## config.mk

```make
export PLATFORM = sky130hd
export DESIGN_NAME = address_sequencer
export DESIGN_NICKNAME = d
export VERILOG_FILES = /design/src/rtl/address_sequencer_pkg.sv /design/src/rtl/address_incrementer.sv /design/src/rtl/address_sequencer.sv
export SDC_FILE = /design/constraint.sdc
export NUM_CORES = 1
export LEC_CHECK = 0
export ABC_AREA = 0
export CAP_MARGIN = 20
export CORE_MARGIN = 2
export CORE_UTILIZATION = 38
export CTS_CLUSTER_SIZE = 12
export DETAILED_ROUTE_END_ITERATION = 10
export PLACE_DENSITY_LB_ADDON = 0.15
export SLEW_MARGIN = 10
export SYNTH_ARGS = -nofsm -noshare
export SYNTH_HDL_FRONTEND = slang
export SYNTH_SLANG_ARGS = --single-unit
```

## constraint.sdc

```tcl
create_clock -name clk -period 2.2 [get_ports clk]
set_input_delay 0.66 -clock clk [delete_from_list [all_inputs] [get_ports clk]]
set_output_delay 0.66 -clock clk [all_outputs]
set_load 0.005 [all_outputs]
```

## src/rtl/address_sequencer_pkg.sv

```systemverilog
// Shared definitions for the address sequencer: sequencer state encoding
// and the default address width / step size.
package address_sequencer_pkg;

  localparam int unsigned DEFAULT_ADDR_W = 32;
  localparam int unsigned DEFAULT_STEP   = 4;

  typedef enum logic {
    ST_IDLE  = 1'b0,
    ST_BURST = 1'b1
  } seq_state_e;

endpackage

```

## src/rtl/address_incrementer.sv

```systemverilog
// Adds or subtracts a fixed step from an address.
// The result wraps modulo 2^ADDR_W.
module address_incrementer
  import address_sequencer_pkg::*;
#(
  parameter int unsigned ADDR_W = DEFAULT_ADDR_W,
  parameter int unsigned STEP   = DEFAULT_STEP
) (
  input  logic [ADDR_W-1:0] addr,
  input  logic              down,
  output logic [ADDR_W-1:0] result
);

  localparam logic [ADDR_W-1:0] STEP_V = ADDR_W'(STEP);

  assign result = down ? (addr - STEP_V) : (addr + STEP_V);

endmodule

```

## src/rtl/address_sequencer.sv

```systemverilog
// Address register with load/single-step control and a fixed-stride burst
// engine that walks up or down one beat per accepted memory transfer.
module address_sequencer
  import address_sequencer_pkg::*;
#(
  parameter int unsigned ADDR_W  = DEFAULT_ADDR_W,
  parameter int unsigned NUM_SRC = 4,
  parameter int unsigned STEP    = DEFAULT_STEP,
  parameter int unsigned LEN_W   = 4
) (
  input  logic                        clk,
  input  logic                        rst,
  input  logic [NUM_SRC*ADDR_W-1:0]   src_data,
  input  logic [$clog2(NUM_SRC)-1:0]  src_sel,
  input  logic                        load,
  input  logic                        inc,
  input  logic                        burst_start,
  input  logic [LEN_W-1:0]            burst_len,
  input  logic                        burst_down,
  input  logic                        mem_ready,
  output logic [ADDR_W-1:0]           out_mem_address,
  output logic [ADDR_W-1:0]           out_inc_address,
  output logic                        busy,
  output logic [LEN_W-1:0]            beat_idx,
  output logic                        burst_done
);

  seq_state_e        state_q, state_n;
  logic [ADDR_W-1:0] addr_q, addr_n;
  logic [LEN_W-1:0]  beat_q, beat_n;
  logic [LEN_W-1:0]  len_q, len_n;
  logic              down_q, down_n;
  logic              done_q, done_n;

  logic [ADDR_W-1:0] sel_addr;
  logic [ADDR_W-1:0] step_addr;
  logic              step_down;

  // Out-of-range selects fall back to the highest source.
  always_comb begin
    sel_addr = src_data[(NUM_SRC-1)*ADDR_W +: ADDR_W];
    for (int unsigned k = 0; k < NUM_SRC; k++) begin
      if (32'(src_sel) == k) sel_addr = src_data[k*ADDR_W +: ADDR_W];
    end
  end

  // Single-step in IDLE is always upward; bursts use the latched direction.
  assign step_down = (state_q == ST_BURST) ? down_q : 1'b0;

  address_incrementer #(.ADDR_W(ADDR_W), .STEP(STEP)) u_out_inc (
    .addr   (addr_q),
    .down   (1'b0),
    .result (out_inc_address)
  );

  address_incrementer #(.ADDR_W(ADDR_W), .STEP(STEP)) u_next_inc (
    .addr   (addr_q),
    .down   (step_down),
    .result (step_addr)
  );

  always_comb begin
    state_n = state_q;
    addr_n  = addr_q;
    beat_n  = beat_q;
    len_n   = len_q;
    down_n  = down_q;
    done_n  = 1'b0;
    case (state_q)
      ST_IDLE: begin
        // A burst starting this cycle suppresses inc but still honours load.
        if (load) begin
          addr_n = sel_addr;
        end else if (inc && !burst_start) begin
          addr_n = step_addr;
        end
        if (burst_start) begin
          len_n   = burst_len;
          down_n  = burst_down;
          beat_n  = '0;
          state_n = ST_BURST;
        end
      end
      ST_BURST: begin
        if (mem_ready) begin
          addr_n = step_addr;
          if (beat_q == len_q) begin
            beat_n  = '0;
            state_n = ST_IDLE;
            done_n  = 1'b1;
          end else begin
            beat_n = beat_q + LEN_W'(1);
          end
        end
      end
    endcase
  end

  always_ff @(posedge clk) begin
    if (rst) begin
      state_q <= ST_IDLE;
      addr_q  <= '0;
      beat_q  <= '0;
      len_q   <= '0;
      down_q  <= 1'b0;
      done_q  <= 1'b0;
    end else begin
      state_q <= state_n;
      addr_q  <= addr_n;
      beat_q  <= beat_n;
      len_q   <= len_n;
      down_q  <= down_n;
      done_q  <= done_n;
    end
  end

  assign out_mem_address = addr_q;
  assign busy            = (state_q == ST_BURST);
  assign beat_idx        = beat_q;
  assign burst_done      = done_q;

endmodule

```

==> impl_metrics.toml, run 1 <==
[outcome]
status = "finished with violations"
violations = "setup timing"

[setup_path]
cp-start-kind = "flip-flop"
critPathMaxFanout = 4
critPathRequiredTime_ps = 1540
cp-end-kind = "primary output"
worst-setup-path-type = "flip-flop to primary output"
cp.arrival_ps = 2170

[grt]
grt_pass1_wl_mm = 33.71
grt_max_degree = 23
overflow = 0
grt_pass1_vias = 6467
antenna_found_initial = 0
gr-usage-all-layers_pct = 34.00

[sta]
max_clock_freq_ghz = 0.3536
fin_ws_ps = -628.1
fin_crit_sh_pct = 128.6
finalHoldViolations = 0
rsz0062_at_grt = "yes"
hold_ws_ps = 496.2
fin_skew_ps = 4.469
max_slew_margin_pct = 58.98
fin_tns_setup_ps = -9863
finalSetupViolCount = 36
layout_min_cycle_time_ps = 2828
drv_slew = 0
tightest_slew_ps = 608.9

[power_and_ir_drop]
power.density_nw_per_um2 = 480.9
irDropWorstVdd_mv = 0.3290
p_leak_nw = 3.841
report.power.total_mw = 4.299

[logic_synthesis]
synth_adder_area_share_pct = 0.8708
yosys.area_share.simple_pct = 26.10
synth_area_um2 = 4310
ys_seq_area_share_pct = 19.97
ys_ff_latch = 43
ys_types = 63
yosys_warnings = 0
async_flop_share_pct = 0
synthMuxAreaShare_pct = 17.71
syn-mean-instance-area_um2 = 7.851
synth_top_family_by_area = "simple AND/OR/NAND/NOR gates"
synth_compound_area_share_pct = 21.65
synth-xor-area-share_pct = 6.909
synthCells = 549
synth_nets = 693
synth-edff-count = 0
synthFlopType = "dfxtp_1"

[cells_and_area]
area.sequential_um2 = 894.6
fin_util_pct = 81.76
stdcell_area_um2 = 8941
multi_input_area_um2 = 3781
mostFrequentLayoutCells = "177 x clkdlybuf4s50_1, 168 x buf_4, 50 x nand2_1, 48 x buf_6, 39 x nor2_1"
drive_gt1_share_pct = 42.40
final_cell_count_no_fill = 1074
final_common_cell = "clkdlybuf4s50_1"
final_nets = 1077
antenna_cells = 0
syn2layout_area_growth_pct = 107.4
fill_cells = 628

[clock_network]
insertion_delay_ps = 300
cts_tree = "done"
cts_buffer_depth = 2
clk_pin_slew_ps = 70
clkSinkCount = 43
cts_inserted_buffers = 5
cts_root_buf = "clkbuf_16"
ctsHtreeMaxLevel = 2

[drt]
via_per_inst = 6.307
vias = 6774
drt.antenna.violating_nets = 0
routed_wl_mm = 24.72
drt-initial-drc-count = 1015
avgRoutedWirePerCell_um = 23.02
drt-pass1-iter-count = 6
route.detailed.drc = 0

[die]
die_x_um = 110.5
rows = 38
core_um2 = 10940
pin_count = 211
die_area_um2 = 12210
start_util_pct = 39.42
die_height_um = 110.5

[place]
portBuffers = 210
place_area_um2 = 7501
dp_hpwl_mm = 15.66
place_congestion = 0.9855
dpl.cell_count = 990
pre_cts_ws_ps = -554.3

[hold_path]
hold_class = "flip-flop to flip-flop"

[flow_run]
drv_cap = 0
==> registers in the layout, indices dropped and copies added (netlist names) <==
signal	cells
len_q	4
down_q	1
busy	1
burst_done	1
out_mem_address	32
beat_idx	4
==> synthesized netlist by cell type, drive strengths merged (4+ instances only) <==
cell	number	area, µm²
nand2	55	206.5
nor2	50	187.7
dfxtp	43	860.8
o21ai	38	190.2
clkbuf	32	120.1
mux4	25	563.0
a21oi	24	120.1
nand3	23	125.1
buf	22	123.9
xnor2	22	192.7
mux2i	20	200.2
nor3	20	100.1
inv	13	48.79
nor4	13	121.4
xor2	12	105.1
nand4	11	75.07
a211oi	9	67.56
a22oi	9	67.56
a31oi	8	50.05
or3	7	48.80
a21o	6	45.04
nand2b	6	37.54
nor2b	6	37.54
a221oi	5	43.79
o221ai	5	43.79
o31ai	5	37.54
or4	5	41.29
and3	4	25.02
o211ai	4	30.03
==> final timing paths <==
kind | slack, ps | cells past startpoint | from | to
setup / recovery | -630 | 7 | out_mem_address[13] | out_inc_address[26]
hold / removal | 500 | 2 | out_mem_address[0] | out_mem_address[0]
hold reg to reg | 500 | 2 | out_mem_address[0] | out_mem_address[0]
setup reg to reg | -110 | 11 | out_mem_address[12] | out_mem_address[20]
==> per-layer routing <==
metal  track usage, %  part of all wire, %
met5                0                    0
met4            14.58                  6.8
met3            7.190                   11
met2            60.12                   49
met1            39.59                   34
==> critical path: stages, from the launching register on <==
cell	delay, ps
dfxtp_2	360
nand4_1	160
or4_4	560
buf_4	170
nor4_4	150
buf_4	170
xor2_1	160
buf_2	150
==> power breakdown <==
| part | internal [mW] | switching [mW] | total [mW] |
|---|---|---|---|
| clock | 0.536 | 0.348 | 0.884 |
| sequential | 0.867 | 0.0832 | 0.950 |
| combinational | 1.28 | 1.18 | 2.46 |
==> repair_timing <==
| action | in CTS | in global routing |
|---|---|---|
| hold buffers | 0 | 0 |
| cloned | 0 | 1 |
| setup buffers | 55 | 38 |
| gates resized for setup | 201 | 105 |
| pin swaps | 44 | 57 |
| setup endpoints to repair | 38 | 46 |
==> cells by family (layout without fill, tap and decap cells) <==
family | count (synthesis) | count (layout)
AO/OA/AOI/OAI | 141 | 141
XOR/XNOR | 34 | 34
adder cells (fa/ha/maj) | 3 | 3
buffers and inverters | 67 | 452
flip-flops | 43 | 43
multiplexers | 45 | 45
AND/OR/NAND/NOR | 216 | 216
==> cell type report <==
type                       count  share of cell area (%)
inverter                      13                  0.5458
clock buffer                   5                   1.399
sequential                    43                   10.01
clock inverter                 3                  0.4898
timing repair buffer         431                   43.31
tap                          140                   1.959
multi-input combinational    439                   42.29
No activity file was read; power rests on OpenSTA's default activity.
==> run 2: changes to the inputs <==
CORE_UTILIZATION = 41   (was 38)
clock period = 3.5 ns   (was 2.2 ns; I/O delays follow)
==> impl_metrics.toml, run 2 (synthesis results as in run 1) <==
[drt]
routed_wl_mm = 17.37
via_per_inst = 5.948
vias = 5365
drt-initial-drc-count = 324
avgRoutedWirePerCell_um = 19.25
route.detailed.drc = 0
drt-pass1-iter-count = 5
drt.antenna.violating_nets = 0

[power_and_ir_drop]
irDropWorstVdd_mv = 0.1965
power.density_nw_per_um2 = 293.8
p_leak_nw = 2.597
report.power.total_mw = 2.032

[sta]
drv_slew = 0
max_slew_margin_pct = 45.51
rsz0062_at_grt = "yes"
tightest_slew_ps = 806.1
finalSetupViolCount = 1
fin_skew_ps = 13.87
fin_ws_ps = -22.14
hold_ws_ps = 485.5
finalHoldViolations = 0
layout_min_cycle_time_ps = 3522
fin_crit_sh_pct = 100.6
max_clock_freq_ghz = 0.2839

[setup_path]
cp.arrival_ps = 2470
cpPeakStageDelay_ps = 610
cp-start-kind = "flip-flop"
cp-end-kind = "primary output"
path_cells = "nand4_4 -> or4_4 -> nor4_2 -> xor2_1 -> clkdlybuf4s50_1"
cp_slowest_cell = "or4_4"
critPathMaxFanout = 6
worst-setup-path-type = "flip-flop to primary output"
critPathRequiredTime_ps = 2450

[grt]
grt_pass1_vias = 5316
grt_pass1_wl_mm = 27.11
grt_max_degree = 22
gr-usage-all-layers_pct = 30.06
antenna_found_initial = 0
overflow = 0

[die]
die_x_um = 106.5
rows = 37
start_util_pct = 41.94
die_height_um = 106.5
pin_count = 211
core_um2 = 10280
die_area_um2 = 11350

[cells_and_area]
multi_input_area_um2 = 3223
area.sequential_um2 = 878.3
largest_reg_flops = 32
mostFrequentLayoutCells = "206 x clkdlybuf4s50_1, 55 x nand2_1, 53 x buf_4, 47 x nor2_1, 32 x o21ai_0"
final_nets = 909
drive_gt1_share_pct = 16.71
fill_cells = 894
antenna_cells = 0
syn2layout_area_growth_pct = 60.49
final_common_cell = "clkdlybuf4s50_1"
fin_util_pct = 67.31
final_cell_count_no_fill = 902

[clock_network]
cts_tree = "done"
clkSinkCount = 43
clk_pin_slew_ps = 100
cts_root_buf = "clkbuf_8"
cts_buffer_depth = 2
ctsHtreeMaxLevel = 2
cts_inserted_buffers = 5
insertion_delay_ps = 310
holdBufCountCts = 0

[place]
pre_cts_ws_ps = 222.7
portBuffers = 210
dpl.cell_count = 891
place_congestion = 0.9619
dp_hpwl_mm = 13.84

[outcome]
violations = "setup timing"
status = "finished with violations"

[hold_path]
hold_class = "flip-flop to flip-flop"

[flow_run]
drv_cap = 0
==> run 2: routing by layer <==
layer / share of wire (%) / vias to the layer above / track usage, %
met3: 8.7 / 35 / 5.702
met5: 0 / - / 0
met1: 41 / 2530 / 38.49
met4: 1.8 / 0 / 7.607
li1: - / 2491 / -
met2: 49 / 309 / 52.01
==> run 2: worst paths after layout <==
check | start | end | slack, ps | cells after the start
worst min-delay path | out_mem_address[1] | out_mem_address[1] | 490 | 2
worst max-delay path | out_mem_address[11] | out_inc_address[27] | -20 | 5
worst min register to register | out_mem_address[1] | out_mem_address[1] | 490 | 2
worst max register to register | out_mem_address[5] | out_mem_address[21] | 630 | 7
==> run 2: critical path: cells and delay by family (launching register included) <==
family / cells / cell delay [ps]
and+or+nand+nor: 3 / 1020
buffers and inverters: 1 / 540
DFF: 1 / 370
xor gates and xnor gates: 1 / 240
==> run 2: final cells by class <==
class	count	share of cell area [%]
clock buffers	5	0.9948
inverters	13	0.7054
multi-input cells	439	46.59
clock inverters	3	0.3798
well taps	136	2.460
flip-flops and latches	43	12.70
repair buffers	263	36.17
==> run 2: metrics by stage <==
stage               TNS (ps)  area [µm²]
finish                -22.14        6918
global placement           0        6714
floorplan                  0        4310
detailed placement         0        6714
global route          -168.3        6918
CTS                        0        6842
==> run 2: power breakdown <==
group | leakage (nW) | switching [mW] | internal (mW)
clock network | 0.0491 | 0.204 | 0.147
registers | 0.358 | 0.0563 | 0.543
logic | 2.19 | 0.514 | 0.568
total | 2.60 | 0.774 | 1.26
==> run 2: repair_timing <==
item                                    4_1_cts  5_1_grt
resized for setup                             9       22
pin swaps                                     4        4
endpoints found under the setup margin       12       16
setup buffers                                 2        1
==> run 3: changes to the inputs <==
CELL_PAD_IN_SITES_DETAIL_PLACEMENT = 1   (was default)
CELL_PAD_IN_SITES_GLOBAL_PLACEMENT = 1   (was default)
CORE_UTILIZATION = 31   (was 41)
==> impl_metrics.toml, run 3 (synthesis results as in run 1) <==
[outcome]
status = "completed"

[place]
dpl.cell_count = 938
place_area_um2 = 6817
pre_cts_ws_ps = 272.5
portBuffers = 210
dp_hpwl_mm = 15.98
place_congestion = 0.8966

[hold_path]
hold_path_end = "out_mem_address[1]"
hold_path_depth = 2
hold_class = "flip-flop to flip-flop"
hold_start = "out_mem_address[1]"

[die]
pin_count = 211
rows = 43
die_x_um = 121.9
core_um2 = 13720
die_area_um2 = 14860
start_util_pct = 31.42
die_height_um = 121.9

[sta]
max_clock_freq_ghz = 0.2918
fin_ws_ps = 72.98
finalHoldViolations = 0
rsz0062_at_grt = "yes"
tightest_slew_ps = 858.3
fin_skew_ps = 8.211
hold_ws_ps = 484.0
fin_tns_setup_ps = 0
max_slew_margin_pct = 42.57
fin_crit_sh_pct = 97.91
finalSetupViolCount = 0
drv_slew = 0
layout_min_cycle_time_ps = 3427

[grt]
overflow = 0
antenna_found_initial = 0
gr-usage-all-layers_pct = 26.89
grt_max_degree = 31
grt_pass1_wl_mm = 30.48
grt_pass1_vias = 5527

[drt]
routed_wl_mm = 20.72
via_per_inst = 5.688
vias = 5421
drt-pass1-iter-count = 5
route.detailed.drc = 0
drt-initial-drc-count = 360
drt.antenna.violating_nets = 0
avgRoutedWirePerCell_um = 21.74

[clock_network]
cts_tree = "done"
cts_inserted_buffers = 5
insertion_delay_ps = 310
clk_pin_slew_ps = 70
clkSinkCount = 43
cts_buffer_depth = 2
cts_root_buf = "clkbuf_16"
ctsHtreeMaxLevel = 2

[setup_path]
worst-setup-path-type = "flip-flop to primary output"
r2r_end = "out_mem_address[21]"
cp-end-kind = "primary output"
critical_path.top_delay_family = "simple AND/OR/NAND/NOR gates"
path_cells = "nand4_1 -> or2_4 -> buf_4 -> nor3_2 -> xnor2_1 -> clkdlybuf4s50_1"
cp.buffers_inverters = 2
cpPeakStageDelay_ps = 520
r2r_cells = 7
cp_slowest_cell = "clkdlybuf4s50_1"
critPathRequiredTime_ps = 2450
cp-start-kind = "flip-flop"
r2r_start = "out_mem_address[5]"
regToRegSetupSlack_ps = 650
critPathMaxFanout = 7
cp.arrival_ps = 2380

[cells_and_area]
fill_cells = 1650
area.sequential_um2 = 872.1
stdcell_area_um2 = 7183
syn2layout_area_growth_pct = 66.65
antenna_cells = 0
final_nets = 916
drive_gt1_share_pct = 17.21
multi_input_area_um2 = 3262
mostFrequentLayoutCells = "202 x clkdlybuf4s50_1, 57 x buf_4, 55 x nand2_1, 47 x nor2_1, 36 x dfxtp_1"
largest_reg_flops = 32
final_cell_count_no_fill = 953
final_common_cell = "clkdlybuf4s50_1"

[flow_run]
drv_cap = 0

[power_and_ir_drop]
irDropWorstVdd_mv = 0.2375
power.density_nw_per_um2 = 328.0
p_leak_nw = 2.785
## run 3: power by group
part | leakage [nW] | internal [mW] | switching (mW) | total [mW]
Sequential | 0.356 | 0.542 | 0.0519 | 0.594
Clock | 0.0900 | 0.410 | 0.240 | 0.650
Combinational | 2.34 | 0.574 | 0.538 | 1.11
## run 3: layer usage
metal	vias up	wire length (µm)	share of wire, %	track usage, %
met5	-	0	0	0
met4	0	387	1.9	7.256
met3	30	1503	7.3	5.478
met2	228	10150	49	45.81
met1	2652	8681	42	34.56
li1	2511	-	-	-
## run 3: repair_timing
| item | 4_1_cts | 5_1_grt |
|---|---|---|
| resized for setup | 9 | 27 |
| gates cloned | 0 | 1 |
| hold buffers | 0 | 0 |
| pin swaps | 5 | 10 |
| setup buffers | 1 | 5 |
| endpoints found under the setup margin | 9 | 15 |
## run 3: stage by stage
step	power [mW]	util, %
floorplan	1.129	-
global placement	1.678	49.69
detailed placement	1.703	49.69
CTS	2.355	51.32
global route	2.463	52.36
finish	2.356	52.36
## run 3: final cells by class
class,instances,area share [%]
multi-input cells,440,45.41
clock inverters,3,0.9406
flip-flops and latches,43,12.14
clock buffers,5,1.742
inverters,13,0.6793
well taps,180,3.135
repair buffers,269,35.95
## run 3: worst max-delay path by stage
stage,startpoint,endpoint,cells past startpoint
6_report,out_mem_address[7],out_inc_address[24],6
5_1_grt,out_mem_address[7],out_inc_address[24],6
4_1_cts,out_mem_address[5],out_inc_address[31],7
3_5_place_dp,load,out_mem_address[29],8
3_3_place_gp,out_mem_address[15],out_inc_address[30],5
2_1_floorplan,out_mem_address[11],out_inc_address[30],5
## run 3: worst reg2reg max path, stage by stage, from the launching register on
cell	delay [ps]
dfxtp_1	320
buf_4	190
nor4_1	460
nand2b_1	420
nor2_1	790
a21o_1	200
a21oi_1	70
a311oi_1	310
